$ cat src/rtl/qam_pkg.sv
// ---------------------------------------------------------------------------
// qam_pkg
// Shared types and helpers for the 16-QAM receive slicer.
//   SYM_W   : width of a recovered symbol (2 bits per axis)
//   DATA_W  : default width of the signed demodulated samples
//   level_t : the four 16-QAM amplitude levels on one axis
//   slice() : decide the level of one axis sample against +/-thresh and 0
//   gray2() : Gray code of a level, so neighbouring levels differ in one bit
// ---------------------------------------------------------------------------
package qam_pkg;

    localparam int SYM_W  = 4;
    localparam int DATA_W = 18;

    typedef enum logic [1:0] {
        LVL_M3 = 2'd0,
        LVL_M1 = 2'd1,
        LVL_P1 = 2'd2,
        LVL_P3 = 2'd3
    } level_t;

    // Samples are sign-extended to 32 bits by the caller, so the compare
    // gives the same result as a signed compare at the sample width.
    // x = 0 decides +1, x = -thresh decides -1, x = +thresh decides +3.
    function automatic level_t slice(input logic signed [31:0] x,
                                     input logic signed [31:0] thresh);
        level_t lvl;
        if (x >= thresh)
            lvl = LVL_P3;
        else if (x >= 32'sd0)
            lvl = LVL_P1;
        else if (x >= -thresh)
            lvl = LVL_M1;
        else
            lvl = LVL_M3;
        return lvl;
    endfunction

    function automatic logic [1:0] gray2(input level_t lvl);
        logic [1:0] g;
        case (lvl)
            LVL_M3:  g = 2'b00;
            LVL_M1:  g = 2'b01;
            LVL_P1:  g = 2'b11;
            LVL_P3:  g = 2'b10;
            default: g = 2'b00;
        endcase
        return g;
    endfunction

endpackage

$ cat src/rtl/qam16_slicer_fifo.sv
// ---------------------------------------------------------------------------
// sync_fifo_fwft
// Small single-clock first-word-fall-through FIFO.
//   axi_clk, axi_rst : clock and synchronous active-high reset
//   wr_en, din, full : write side; a write while full is accepted only when
//                      a read happens in the same cycle
//   rd_en, dout, empty : read side; dout shows the head entry whenever
//                      empty=0, and reads 0 while empty; rd_en while empty
//                      is ignored
// DEPTH must be a power of two, at least 2.
// ---------------------------------------------------------------------------
module sync_fifo_fwft #(
    parameter int WIDTH = 4,
    parameter int DEPTH = 4
) (
    input  logic             axi_clk,
    input  logic             axi_rst,
    input  logic             wr_en,
    input  logic [WIDTH-1:0] din,
    output logic             full,
    input  logic             rd_en,
    output logic [WIDTH-1:0] dout,
    output logic             empty
);

    localparam int PTR_W = $clog2(DEPTH);
    localparam int CNT_W = PTR_W + 1;

    logic [WIDTH-1:0] mem [DEPTH];
    logic [PTR_W-1:0] wr_ptr_reg;
    logic [PTR_W-1:0] rd_ptr_reg;
    logic [CNT_W-1:0] count_reg;

    logic do_wr;
    logic do_rd;

    assign full  = (count_reg == CNT_W'(DEPTH));
    assign empty = (count_reg == '0);

    // Full implies non-empty, so a read in the same cycle frees the slot
    // that the write is about to fill.
    assign do_rd = rd_en && !empty;
    assign do_wr = wr_en && (!full || do_rd);

    // Head entry is read straight from the array so a freshly written word
    // is visible the cycle after its write (fall-through). Gated to 0 while
    // empty so the output is defined out of reset.
    assign dout = empty ? '0 : mem[rd_ptr_reg];

    // Storage carries no reset so it can map onto distributed RAM.
    always_ff @(posedge axi_clk) begin
        if (do_wr)
            mem[wr_ptr_reg] <= din;
    end

    always_ff @(posedge axi_clk) begin
        if (axi_rst) begin
            wr_ptr_reg <= '0;
            rd_ptr_reg <= '0;
            count_reg  <= '0;
        end else begin
            if (do_wr)
                wr_ptr_reg <= wr_ptr_reg + PTR_W'(1);
            if (do_rd)
                rd_ptr_reg <= rd_ptr_reg + PTR_W'(1);
            case ({do_wr, do_rd})
                2'b10:   count_reg <= count_reg + CNT_W'(1);
                2'b01:   count_reg <= count_reg - CNT_W'(1);
                default: count_reg <= count_reg;
            endcase
        end
    end

endmodule

$ cat src/rtl/qam16_slicer.sv
// ---------------------------------------------------------------------------
// qam16_slicer
// Recovers 16-QAM symbols from the oversampled demodulated I/Q stream:
// picks one sample per symbol at a programmable phase, slices each axis to
// a level, Gray-maps it and queues the 4-bit symbol behind valid/ready.
//   axi_clk, axi_rst    : clock, synchronous active-high reset
//   demult_valid        : input sample strobe
//   demult_i, demult_q  : signed I/Q samples
//   sample_phase        : index within the symbol period to decide on
//   dout_valid, dout    : recovered symbol ([3:2] from I, [1:0] from Q)
//   dout_ready          : consumer accepts the symbol shown on dout
//   overflow            : sticky, a symbol was dropped on a full queue
//   sym_count           : symbols accepted into the queue, wrapping
// Latency: capture in cycle N, decision register in N+1, queue write on
// the N+1 edge, symbol on dout in N+2 when the queue was empty.
// ---------------------------------------------------------------------------
module qam16_slicer #(
    parameter int DATA_W     = qam_pkg::DATA_W,
    parameter int OSR        = 8,
    parameter int THRESH     = 16384,
    parameter int FIFO_DEPTH = 4
) (
    input  logic                    axi_clk,
    input  logic                    axi_rst,
    input  logic                    demult_valid,
    input  logic signed [DATA_W-1:0] demult_i,
    input  logic signed [DATA_W-1:0] demult_q,
    input  logic [$clog2(OSR)-1:0]  sample_phase,
    output logic                    dout_valid,
    output logic [3:0]              dout,
    input  logic                    dout_ready,
    output logic                    overflow,
    output logic [15:0]             sym_count
);

    import qam_pkg::*;

    localparam int PH_W = $clog2(OSR);

    logic [PH_W-1:0]  phase_cnt_reg;
    logic             capture;
    logic [SYM_W-1:0] sym_next;
    logic             dec_valid_reg;
    logic [SYM_W-1:0] dec_sym_reg;
    logic             overflow_reg;
    logic [15:0]      sym_count_reg;

    logic             fifo_full;
    logic             fifo_empty;
    logic             fifo_rd;
    logic             fifo_accept;
    logic             fifo_drop;
    logic [SYM_W-1:0] fifo_dout;

    // Counts valid samples within a symbol; OSR is a power of two so the
    // natural wrap gives modulo OSR. Any gap restarts the symbol at index 0,
    // which also throws away a partially received symbol.
    always_ff @(posedge axi_clk) begin
        if (axi_rst)
            phase_cnt_reg <= '0;
        else if (demult_valid)
            phase_cnt_reg <= phase_cnt_reg + PH_W'(1);
        else
            phase_cnt_reg <= '0;
    end

    assign capture = demult_valid && (phase_cnt_reg == sample_phase);

    // Per-axis slicer: index 1 is I (symbol bits [3:2]), index 0 is Q.
    logic signed [DATA_W-1:0] axis_x [2];
    assign axis_x[1] = demult_i;
    assign axis_x[0] = demult_q;

    for (genvar gi = 0; gi < 2; gi++) begin : g_axis
        logic signed [31:0] axis_ext;
        assign axis_ext = 32'(axis_x[gi]);
        assign sym_next[2*gi +: 2] = gray2(slice(axis_ext, THRESH));
    end

    always_ff @(posedge axi_clk) begin
        if (axi_rst) begin
            dec_valid_reg <= 1'b0;
            dec_sym_reg   <= '0;
        end else begin
            dec_valid_reg <= capture;
            if (capture)
                dec_sym_reg <= sym_next;
        end
    end

    // A read only happens while a symbol is shown, so ready on an empty
    // queue has no effect.
    assign dout_valid = !fifo_empty;
    assign dout       = fifo_dout;
    assign fifo_rd    = dout_valid && dout_ready;

    // Mirrors the queue's own accept rule: a full queue takes a new symbol
    // only when the head leaves in the same cycle.
    assign fifo_accept = dec_valid_reg && (!fifo_full || fifo_rd);
    assign fifo_drop   = dec_valid_reg && fifo_full && !fifo_rd;

    sync_fifo_fwft #(
        .WIDTH (SYM_W),
        .DEPTH (FIFO_DEPTH)
    ) u_fifo (
        .axi_clk (axi_clk),
        .axi_rst (axi_rst),
        .wr_en   (dec_valid_reg),
        .din     (dec_sym_reg),
        .full    (fifo_full),
        .rd_en   (fifo_rd),
        .dout    (fifo_dout),
        .empty   (fifo_empty)
    );

    always_ff @(posedge axi_clk) begin
        if (axi_rst) begin
            overflow_reg  <= 1'b0;
            sym_count_reg <= '0;
        end else begin
            if (fifo_drop)
                overflow_reg <= 1'b1;
            if (fifo_accept)
                sym_count_reg <= sym_count_reg + 16'd1;
        end
    end

    assign overflow  = overflow_reg;
    assign sym_count = sym_count_reg;

endmodule

$ cat config.mk
export PLATFORM = sky130hd
export DESIGN_NAME = qam16_slicer
export DESIGN_NICKNAME = d
export VERILOG_FILES = /design/src/rtl/qam_pkg.sv /design/src/rtl/qam16_slicer_fifo.sv /design/src/rtl/qam16_slicer.sv
export SDC_FILE = /design/constraint.sdc
export NUM_CORES = 1
export LEC_CHECK = 0
export ABC_AREA = 1
export CAP_MARGIN = 20
export CELL_PAD_IN_SITES_DETAIL_PLACEMENT = 0
export CELL_PAD_IN_SITES_GLOBAL_PLACEMENT = 2
export CORE_ASPECT_RATIO = 0.7
export CORE_MARGIN = 4
export CORE_UTILIZATION = 24
export CTS_CLUSTER_SIZE = 28
export DETAILED_ROUTE_END_ITERATION = 10
export HOLD_SLACK_MARGIN = 0.12
export PLACE_DENSITY_LB_ADDON = 0.1
export SKIP_LAST_GASP = 1
export SLEW_MARGIN = 20
export SYNTH_ARGS = -nofsm -noshare
export SYNTH_HDL_FRONTEND = slang
export SYNTH_HIERARCHICAL = 1
export SYNTH_SLANG_ARGS = --single-unit
$ cat constraint.sdc
create_clock -name axi_clk -period 2.1 [get_ports axi_clk]
set_input_delay 0.42 -clock axi_clk [delete_from_list [all_inputs] [get_ports axi_clk]]
set_output_delay 0.42 -clock axi_clk [all_outputs]
set_load 0.03 [all_outputs]
-- Word-level counts from Yosys, hierarchy flattened
Memories as Yosys holds them, arrays and structs flattened. A register that Yosys moved wholly into a read port is not among the register bits.
Cells that the tools add are included.
- input port bits: 43
- bits in writable memories: 16
- logic and storage cells: 63
- memories kept: 1
- register bits: 32
- output and inout port bits: 22
- multiplexer cells: 14
- equal/unequal tests: 10
- reductions and logical operators: 17
- magnitude comparators: 6
- add/sub/neg operators: 6
- bitwise logic cells: 1
- memory list (name ; depth ; width ; rd ports ; clocked after memory_dff ; write ports ; RTL line ; RTL):
    u_fifo.mem ; 4 ; 4 ; 1 ; 1 ; 1 ; qam16_slicer_fifo.sv:29 ; logic [WIDTH-1:0] mem [DEPTH];
- operators with widths (cell ; number):
    18-bit by 1-bit >= comparator with 1-bit output (second input constant) ; 2
    18-bit by 15-bit >= comparator with 1-bit output (second input constant) ; 2
    18-bit by 16-bit >= comparator with 1-bit output (second input constant) ; 2
    16-bit by 1-bit adder with 16-bit output (second input constant) ; 1
    2-bit case mux with 4 select lines ; 2
    2-bit two-way mux ; 6
    2-bit equality test (second input constant) ; 5
    1-bit logical AND ; 7
    3-bit by 1-bit adder with 3-bit output (second input constant) ; 2
    2-bit by 1-bit equality test with 1-bit output (second input constant) ; 3
    3-bit case mux with 2 select lines ; 1
    2-bit by 1-bit adder with 2-bit output (second input constant) ; 2
    2-bit zero test ; 2
    1-bit two-way mux ; 4
    4-bit two-way mux ; 1
    3-bit equality test ; 1
    3-bit equality test (second input constant) ; 1
    1-bit zero test ; 3
    3-bit zero test ; 1
    3-bit by 1-bit subtractor with 3-bit output (second input constant) ; 1
    1-bit logical OR ; 2
    2-bit nonzero test ; 1
    2-bit OR reduction ; 1
    1-bit inverter ; 1

-- Longest topological paths before layout
Gate-level depths: netlist of run 1.
- word-level depth: 8
- depth in mapped cells: 18
- mapped depth without buffers: 18

-- Hierarchy
The synthesis of run 1 kept the hierarchy.
- modules (own cells, without submodules) (module ; sequential area each (um^2) ; area an instance (um^2) ; instances ; cells an instance):
    qam16_slicer ; 500.5 ; 1263.7 ; 1 ; 185
    sync_fifo_fwft ; 660.6 ; 1139.8 ; 1 ; 121

-- Least setup slack after synthesis of run 1
Ideal clock, no wire load.
- path kind: flip-flop to flip-flop
- start: reg u_fifo.count_reg[1]
- end: reg u_fifo.count_reg[2]
- stages on the path, launching flop included: 19
- library setup time: 0.113 ns
- arrival time: 2.127 ns
- setup slack: -0.140 ns
- period minus slack after synthesis: 2.240 ns
- path buffers: 0
- required time: 1.987 ns
- path through: dfxtp_1 nor2_2 nand2_2 inv_1 inv_2 nand2_2 inv_1 inv_1 nand3_2 nand2_1 ha_1 inv_1 fa_1 inv_1 nand2_1 nand3_1 nand2_1 nand2_1 nor2_1
- word-level cells in the longest chain between the ends: 8
- elaborated cells between the ends (all ways): 14
- classes of those cells: add/sub: 2; eq/ne: 3; mux: 1; reduce/logical: 8
- RTL lines (what ; RTL line ; RTL):
    start, declared ; qam16_slicer_fifo.sv:32 ; logic [CNT_W-1:0] count_reg;
    start signal, assigned ; qam16_slicer_fifo.sv:67 ; 2'b10: count_reg <= count_reg + CNT_W'(1);
    start signal, assigned ; qam16_slicer_fifo.sv:68 ; 2'b01: count_reg <= count_reg - CNT_W'(1);
    start signal, assigned ; qam16_slicer_fifo.sv:69 ; default: count_reg <= count_reg;
    3-bit zero test (*) ; qam16_slicer_fifo.sv:38 ; assign empty = (count_reg == '0);
    via fifo_empty ; qam16_slicer.sv:49 ; logic fifo_empty;
    1-bit zero test (*) ; qam16_slicer.sv:93 ; assign dout_valid = !fifo_empty;
    via dout_valid ; qam16_slicer.sv:29 ; output logic dout_valid,
    1-bit logical AND (*) ; qam16_slicer.sv:95 ; assign fifo_rd = dout_valid && dout_ready;
    via fifo_rd ; qam16_slicer.sv:50 ; logic fifo_rd;
    1-bit logical AND (*) ; qam16_slicer_fifo.sv:42 ; assign do_rd = rd_en && !empty;
    1-bit logical OR ; qam16_slicer_fifo.sv:43 ; assign do_wr = wr_en && (!full || do_rd);
    1-bit logical AND ; qam16_slicer_fifo.sv:43 ;
    2-bit by 1-bit equality test with 1-bit output / 2-bit equality test (equally long branches) ; qam16_slicer_fifo.sv:66 ; case ({do_wr, do_rd})
    3-bit case mux with 2 select lines / 2-bit nonzero test (equally long branches) ; n/a ;
The timed path passes the listed nets; every way through them passes the cells marked *.
A chain may end at the register's enable or synchronous reset.

-- Final worst setup path of run 1
- start: reg u_fifo.count_reg[0]
- end: out dout_valid
- word-level cells in the longest chain between the ends: 2
- RTL lines (what ; RTL line):
    3-bit zero test ; qam16_slicer_fifo.sv:38
    via fifo_empty ; qam16_slicer.sv:49
    1-bit zero test ; qam16_slicer.sv:93
    end, declared ; qam16_slicer.sv:29
The timed path passes the listed nets, and every way through them passes these cells.

==> results of run 1 <==
-- through the flow --
stage / hold WS (ns) / instance area, sq um
2_1_floorplan: 0.430 / 2420
3_3_place_gp: 0.451 / 3090
3_5_place_dp: 0.469 / 3090
4_1_cts: 0.481 / 3250
5_1_grt: 0.517 / 3270
6_report: 0.479 / 3270
-- cell usage in the layout (no fill, tap or decap), types with 9 or more instances in the layout --
cell,n
nor2_1,58
nand2_1,55
inv_1,45
dfxtp_1,33
clkdlybuf4s50_1,32
buf_4,21
o21ai_0,17
edfxtp_1,16
nand3_1,12
a21oi_1,12
nand2_2,9
-- metal layers --
metal | GRT usage (%) | share of wire, % | vias to the layer above
met3 | 3.61 | 5.3 | 5
met2 | 14.0 | 39 | 28
met1 | 15.6 | 55 | 858
met5 | 0 | 0 | -
li1 | - | - | 1084
met4 | 2.65 | 0.76 | 0
-- synth_stat cells, types with 4 or more instances --
cell / n
nor2_1: 58
nand2_1: 56
inv_1: 48
dfxtp_1: 34
o21ai_0: 17
edfxtp_1: 16
nand3_1: 13
a21oi_1: 12
nand2_2: 9
ha_1: 7
nor3_1: 6
o21ai_1: 5
inv_2: 4
nor2_2: 4
-- worst min-delay path by stage --
stage	slack (ns)	startpoint	cells past startpoint	end
after floorplan	0.43	phase_cnt_reg[0]	1	phase_cnt_reg[0]
after global placement	0.45	phase_cnt_reg[0]	1	phase_cnt_reg[0]
after detailed placement	0.47	overflow	2	overflow
after CTS	0.48	sym_count[4]	2	sym_count[4]
after global routing	0.52	sym_count[4]	2	sym_count[4]
final	0.48	sym_count[4]	2	sym_count[4]
-- cell type report --
cell class / instances / area, sq um
Fill cell: 1045 / 6450
Sequential cell: 50 / 1160
Multi-Input combinational cell: 202 / 1060
Timing Repair Buffer: 58 / 518
Inverter: 52 / 198
Tap cell: 128 / 160
Clock buffer: 6 / 150
Clock inverter: 2 / 18.8
-- worst max-delay path, cell delays in order (launching register included) --
cell,delay [ns]
dfxtp_1,0.39
nor2_4,0.05
nand2_2,0.08
inv_2,0.05
inv_4,0.05
clkdlybuf4s50_1,0.66
-- power by group through the flow --
| stage | Sequential, W | Combinational (W) | Clock [W] |
|---|---|---|---|
| 2_1_floorplan | 0.00103 | 0.0000631 | 0 |
| 3_5_place_dp | 0.00103 | 0.000141 | 0 |
| 5_1_grt | 0.00101 | 0.000155 | 0.000998 |
| 3_3_place_gp | 0.00103 | 0.000141 | 0 |
| 6_report | 0.00101 | 0.000138 | 0.000914 |
| 4_1_cts | 0.00101 | 0.000139 | 0.000961 |
-- what timing repair did --
item                       4_1_cts  5_1_grt
resized for setup                4       13
hold buffers                     0        0
setup endpoints to repair        4        5
buffers inserted                 0        2
pin swaps                        0        4
-- cell families after synthesis --
family          count (synthesis)
simple gates                  155
buf+inv                        54
flops                          50
compound gates                 37
fa+ha+maj                       8
xor+xnor                        2
==> flow_summary_export.csv, run 1 <==
group,metric,value,unit
yosys,yosys_register_bits,50,
critical_path,critical_path_class,"flop to primary output",
drt,firstDrtPassIters,7,
critical_path,regToRegSetupSlack,0.15,ns
die,die_h,91.7,microns
yosys,yosysWarnings,6,
grt,grt_overflow,0,
cts,htreeDepth,2,
sta,slew_headroom,64.2,%
yosys,synth_top_cells_by_area,"dfxtp_1, edfxtp_1, nor2_1, nand2_1, inv_1",
power,intPower,0.00159,W
drt,ant_nets,0,
sta,hold_viol,0,
die,die_area,11700,sq um
drt,route.detailed.drc,0,
yosys,synth_flop_cell,"dfxtp_1",
die,die-width,128,microns
place,placedCellCount,488,
critical_path,cp-endpoint,"dout_valid",
power,seqPwrFrac,49.0,%
critical_path,arrival,1.57,ns
yosys,synthAdderAreaFrac,4.48,%
die,floorplan.initialDensity,24.7,%
cts,cts_tree,"yes",
hold_path,hp-class,"flop to flop",
die,rows,30,
sta,fin_ws,0.111,ns
power,power.density,631,nW/um^2
run,maxCapViolCount,0,
yosys,synth-simple-area-share,29.7,%
yosys,synth_top_family_by_area,"simple AND/OR/NAND/NOR gates",
yosys,synth-xor-area-share,0.729,%
final_layout,antenna_cells,0,
grt,antenna_found_initial,0,
place,port_buffers,36,
yosys,synth_compound_area_share,8.02,%
power,pwr-share-clk,44.2,%
sta,rsz0062_at_grt,"true",
cts,cts_buffers,5,
final_layout,utilization,33.6,%
yosys,synth_top_area_share,28.3,%
cts,cts_num_sinks,50,
yosys,netlist_area,2400,sq um
die,io_pins,65,
die,core,9720,sq um
sta,setup_viol,0,
yosys,synth_nets,357,
yosys,synth_top_cell_by_area,"dfxtp_1",
yosys,yosysSeqAreaShare,48.3,%
critical_path,cp-start-kind,"flop",
sta,fin_skew,0.00856,ns
yosys,synthCells,306,
cts,cts_buffer_depth,2,
critical_path,endpoint_kind,"primary output",
power,report.power.total,0.00206,W
power,p_sw_share,22.9,%
power,cellLeakagePower,1.33,nW
yosys,syn_area_per_cell,7.85,sq um
status,outcome,"complete, no violations",
drt,num_vias,1975,
sta,finalSetupTns,0,ns
sta,tightest_slew,0.536,ns
critical_path,cp.required,1.68,ns
final_layout,nNetsFinal,420,
grt,grt_pass1_wl,9520,microns
grt,grt_pass1_vias,1872,
power,power_frac_comb,6.7,%
yosys,yosys-mux-area-fraction,0,%
yosys,synth_edf_count,16,
place,dp_hpwl,4500,microns
power,switchingPower,0.000474,W
final_layout,drive_above_1_share,18.4,%
critical_path,reg2reg_depth,17,
place,place.gp.congestion,0.717,
critical_path,crit_fanout,3,
final_layout,area_growth,36.1,%
drt,drt_iter0_markers,65,
power,ir_drop,0.272,mV
critical_path,r2r_end,"u_fifo/count_reg[2]",
cts,clk_latency,0.30,ns
drt,wl_per_cell,11.6,microns
cts,cts_root_buf,"clkbuf_16",
sta,final.period_utilization,94.7,%
critical_path,startpoint,"u_fifo/count_reg[0]",
drt,viasPerCell,3.97,
yosys,synth-async-reset-ratio,0,%
cts,clk_pin_slew_worst_paths,0.07,ns
drt,wirelength,5790,microns
grt,grt_max_degree,18,
grt,grt_usage,10.4,%
critical_path,reg2reg_from,"u_fifo/count_reg[1]",
place,dp_slack,-0.152,ns
final_layout,final_cells,498,
yosys,synth_cell_types,28,
sta,fmax,503,MHz
sta,period_needed,1.99,ns
sta,maxSlewViolCount,0,
Note: power is estimated with default switching activity, not from simulation.
==> inputs of run 2 (changes only) <==
ABC_AREA = 0   (was 1)
CORE_UTILIZATION = 26   (was 24)
==> flow_summary_export.csv, run 2 <==
group,metric,value,unit
drt,viasPerCell,4.48,
grt,grt_usage,10.0,%
yosys,synth_flop_cell,"dfxtp_1",
critical_path,cp.required,2.31,ns
final_layout,seq_area,1170,sq um
cts,htreeDepth,2,
final_layout,drive_above_1_share,18.6,%
sta,slew_headroom,67.0,%
power,power.density,640,nW/um^2
cts,cts_num_sinks,50,
power,ir_drop,0.300,mV
grt,grt_overflow,0,
grt,grt_pass1_wl,8160,microns
grt,grt_max_degree,18,
die,die_h,85.6,microns
critical_path,arrival,2.30,ns
yosys,synth-async-reset-ratio,0,%
power,switchingPower,0.000428,W
cts,cts_buffers,5,
die,io_pins,65,
sta,fin_skew,0.00404,ns
final_layout,most-common-layout-cells,"dfxtp_1, clkdlybuf4s50_1, nor2_1",
sta,setup_viol,0,
power,p_sw_share,22.2,%
status,outcome,"complete, no violations",
critical_path,startpoint,"u_fifo/count_reg[1]",
critical_path,endpoint_kind,"flop",
yosys,yosysSeqAreaShare,51.9,%
drt,wl_per_cell,13.1,microns
critical_path,cp-endpoint,"u_fifo/count_reg[2]",
cts,cts_hold_buf,0,
critical_path,crit_fanout,4,
sta,finalSetupTns,0,ns
yosys,yosysMostFrequentCell,"dfxtp_1",
power,cellLeakagePower,1.02,nW
final_layout,fillers,853,
sta,period_needed,2.09,ns
sta,fmax,478,MHz
die,floorplan.initialDensity,26.6,%
grt,grt_pass1_vias,1616,
yosys,netlist_area,2240,sq um
critical_path,reg2reg_from,"u_fifo/count_reg[1]",
die,rows,28,
final_layout,antenna_cells,0,
cts,cts_tree,"yes",
final_layout,fin_area,3010,sq um
critical_path,r2r_end,"u_fifo/count_reg[2]",
place,dpl_cell_area,2860,sq um
sta,rsz0062_at_grt,"true",
final_layout,utilization,35.8,%
yosys,synth_edf_count,16,
drt,ant_nets,0,
sta,final.period_utilization,99.6,%
place,port_buffers,36,
cts,clk_latency,0.29,ns
final_layout,nNetsFinal,308,
drt,route.detailed.drc,0,
drt,drt_iter0_markers,37,
critical_path,critical_path_class,"flop to flop",
sta,fin_ws,0.00857,ns
yosys,synth_top_cell_by_area,"dfxtp_1",
cts,cts_root_buf,"clkbuf_16",
final_layout,area_growth,34.5,%
yosys,ys_top_cells_by_count,"dfxtp_1, nor2_1, edfxtp_1, inv_1, xnor2_1",
die,die-width,119,microns
yosys,syn_area_per_cell,11.0,sq um
place,place.gp.congestion,0.662,
grt,antenna_found_initial,0,
final_layout,multi_input_area,1030,sq um
sta,hold_viol,0,
die,core,8410,sq um
sta,maxSlewViolCount,0,
drt,firstDrtPassIters,4,
yosys,yosys_register_bits,50,
power,pwr-share-clk,42.5,%
drt,num_vias,1625,
yosys,yosysWarnings,6,
cts,clk_pin_slew_worst_paths,0.07,ns
power,intPower,0.00150,W
yosys,synth_nets,254,
sta,whs,0.462,ns
cts,cts_buffer_depth,2,
hold_path,hp-class,"flop to flop",
power,seqPwrFrac,52.5,%
critical_path,reg2reg_depth,12,
yosys,synth_top_cells_by_area,"dfxtp_1, edfxtp_1, xnor2_1, mux4_1, nor2_1",
critical_path,regToRegSetupSlack,0.009,ns
run,maxCapViolCount,0,
sta,tightest_slew,0.494,ns
drt,wirelength,4740,microns
power,power_frac_comb,5.0,%
place,dp_hpwl,3450,microns
die,die_area,10200,sq um
place,dp_slack,-0.376,ns
final_layout,layout_commonest_cell,"dfxtp_1",
yosys,synth_top_area_share,30.4,%
critical_path,cp-start-kind,"flop",
yosys,synthCells,203,
yosys,synth_cell_types,42,
[run 2: cell count changes in the layout (fill, tap and decap cells not counted), moves of 5 or more]
| cell | before | now |
|---|---|---|
| nand3_1 | 12 | 2 |
| nand2_2 | 9 | 0 |
| o21ai_0 | 17 | 3 |
| nand4_1 | 1 | 6 |
| xnor2_1 | 1 | 13 |
| nand2_1 | 55 | 5 |
| a211oi_1 | 1 | 6 |
| nor2_1 | 58 | 25 |
| nor3_1 | 6 | 0 |
| inv_1 | 45 | 12 |
[run 2: worst min path at each step]
stage	from	end	slack, ns	cells after the start
detailed placement	phase_cnt_reg[0]	phase_cnt_reg[0]	0.45	1
global placement	phase_cnt_reg[0]	phase_cnt_reg[0]	0.45	1
global route	phase_cnt_reg[0]	phase_cnt_reg[0]	0.47	1
finish	phase_cnt_reg[0]	phase_cnt_reg[0]	0.46	1
CTS	phase_cnt_reg[0]	phase_cnt_reg[0]	0.47	1
floorplan	phase_cnt_reg[0]	phase_cnt_reg[0]	0.43	1
[run 2: metal layers]
layer | vias to the layer above | routed length [microns] | GRT usage (%)
li1 | 837 | - | -
met1 | 767 | 2450 | 14.3
met2 | 19 | 2080 | 14.8
met3 | 2 | 164 | 2.90
met4 | 0 | 37 | 2.84
met5 | - | 0 | 0
[run 2: critical path: stages, from the launching register on]
cell and delay (ns):
dfxtp_4 0.37, nor3_4 0.20, nand2b_4 0.17, inv_4 0.04
inv_4 0.06, a21boi_4 0.06, inv_2 0.08, ha_4 0.12
inv_2 0.03, fa_2 0.32, xor2_1 0.16, or3_1 0.30
a21oi_1 0.12
[run 2: logic make-up after synthesis]
logic type	count (synthesis)	share of synthesized area, %
adder cells (fa/ha/maj)	8	4.81
XOR/XNOR	16	6.26
AO/OA/AOI/OAI	35	10.8
multiplexers	7	6.26
buffers and inverters	22	3.75
flip-flops	50	51.9
AND/OR/NAND/NOR	65	16.2
[run 2: what timing repair did]
| item | in CTS | in global routing |
|---|---|---|
| setup buffers | 0 | 1 |
| endpoints found under the setup margin | 6 | 5 |
| hold endpoints to repair | 0 | 0 |
| gates resized for setup | 16 | 11 |
| pin swaps | 1 | 1 |
[run 2: power groups by stage]
stage	Combinational, W	Sequential (W)	Clock [W]
after global routing	0.000106	0.00101	0.000895
after CTS	0.0000990	0.00101	0.000856
final	0.0000962	0.00101	0.000819
after detailed placement	0.0000998	0.00103	0
after global placement	0.000100	0.00103	0
after floorplan	0.0000461	0.00103	0
[run 2: area by class of cell]
cell class | instances | area share (%)
tap | 105 | 4.37
clock inverter | 3 | 0.790
multi-input combinational | 131 | 34.2
timing repair buffer | 53 | 15.5
clock buffer | 5 | 4.16
inverter | 16 | 2.16
sequential | 50 | 38.9
[run 2: stage by stage]
stage | power (W) | instances
final | 0.00193 | 363
after global routing | 0.00201 | 363
after CTS | 0.00197 | 362
after detailed placement | 0.00113 | 354
after global placement | 0.00114 | 354
after floorplan | 0.00108 | 203
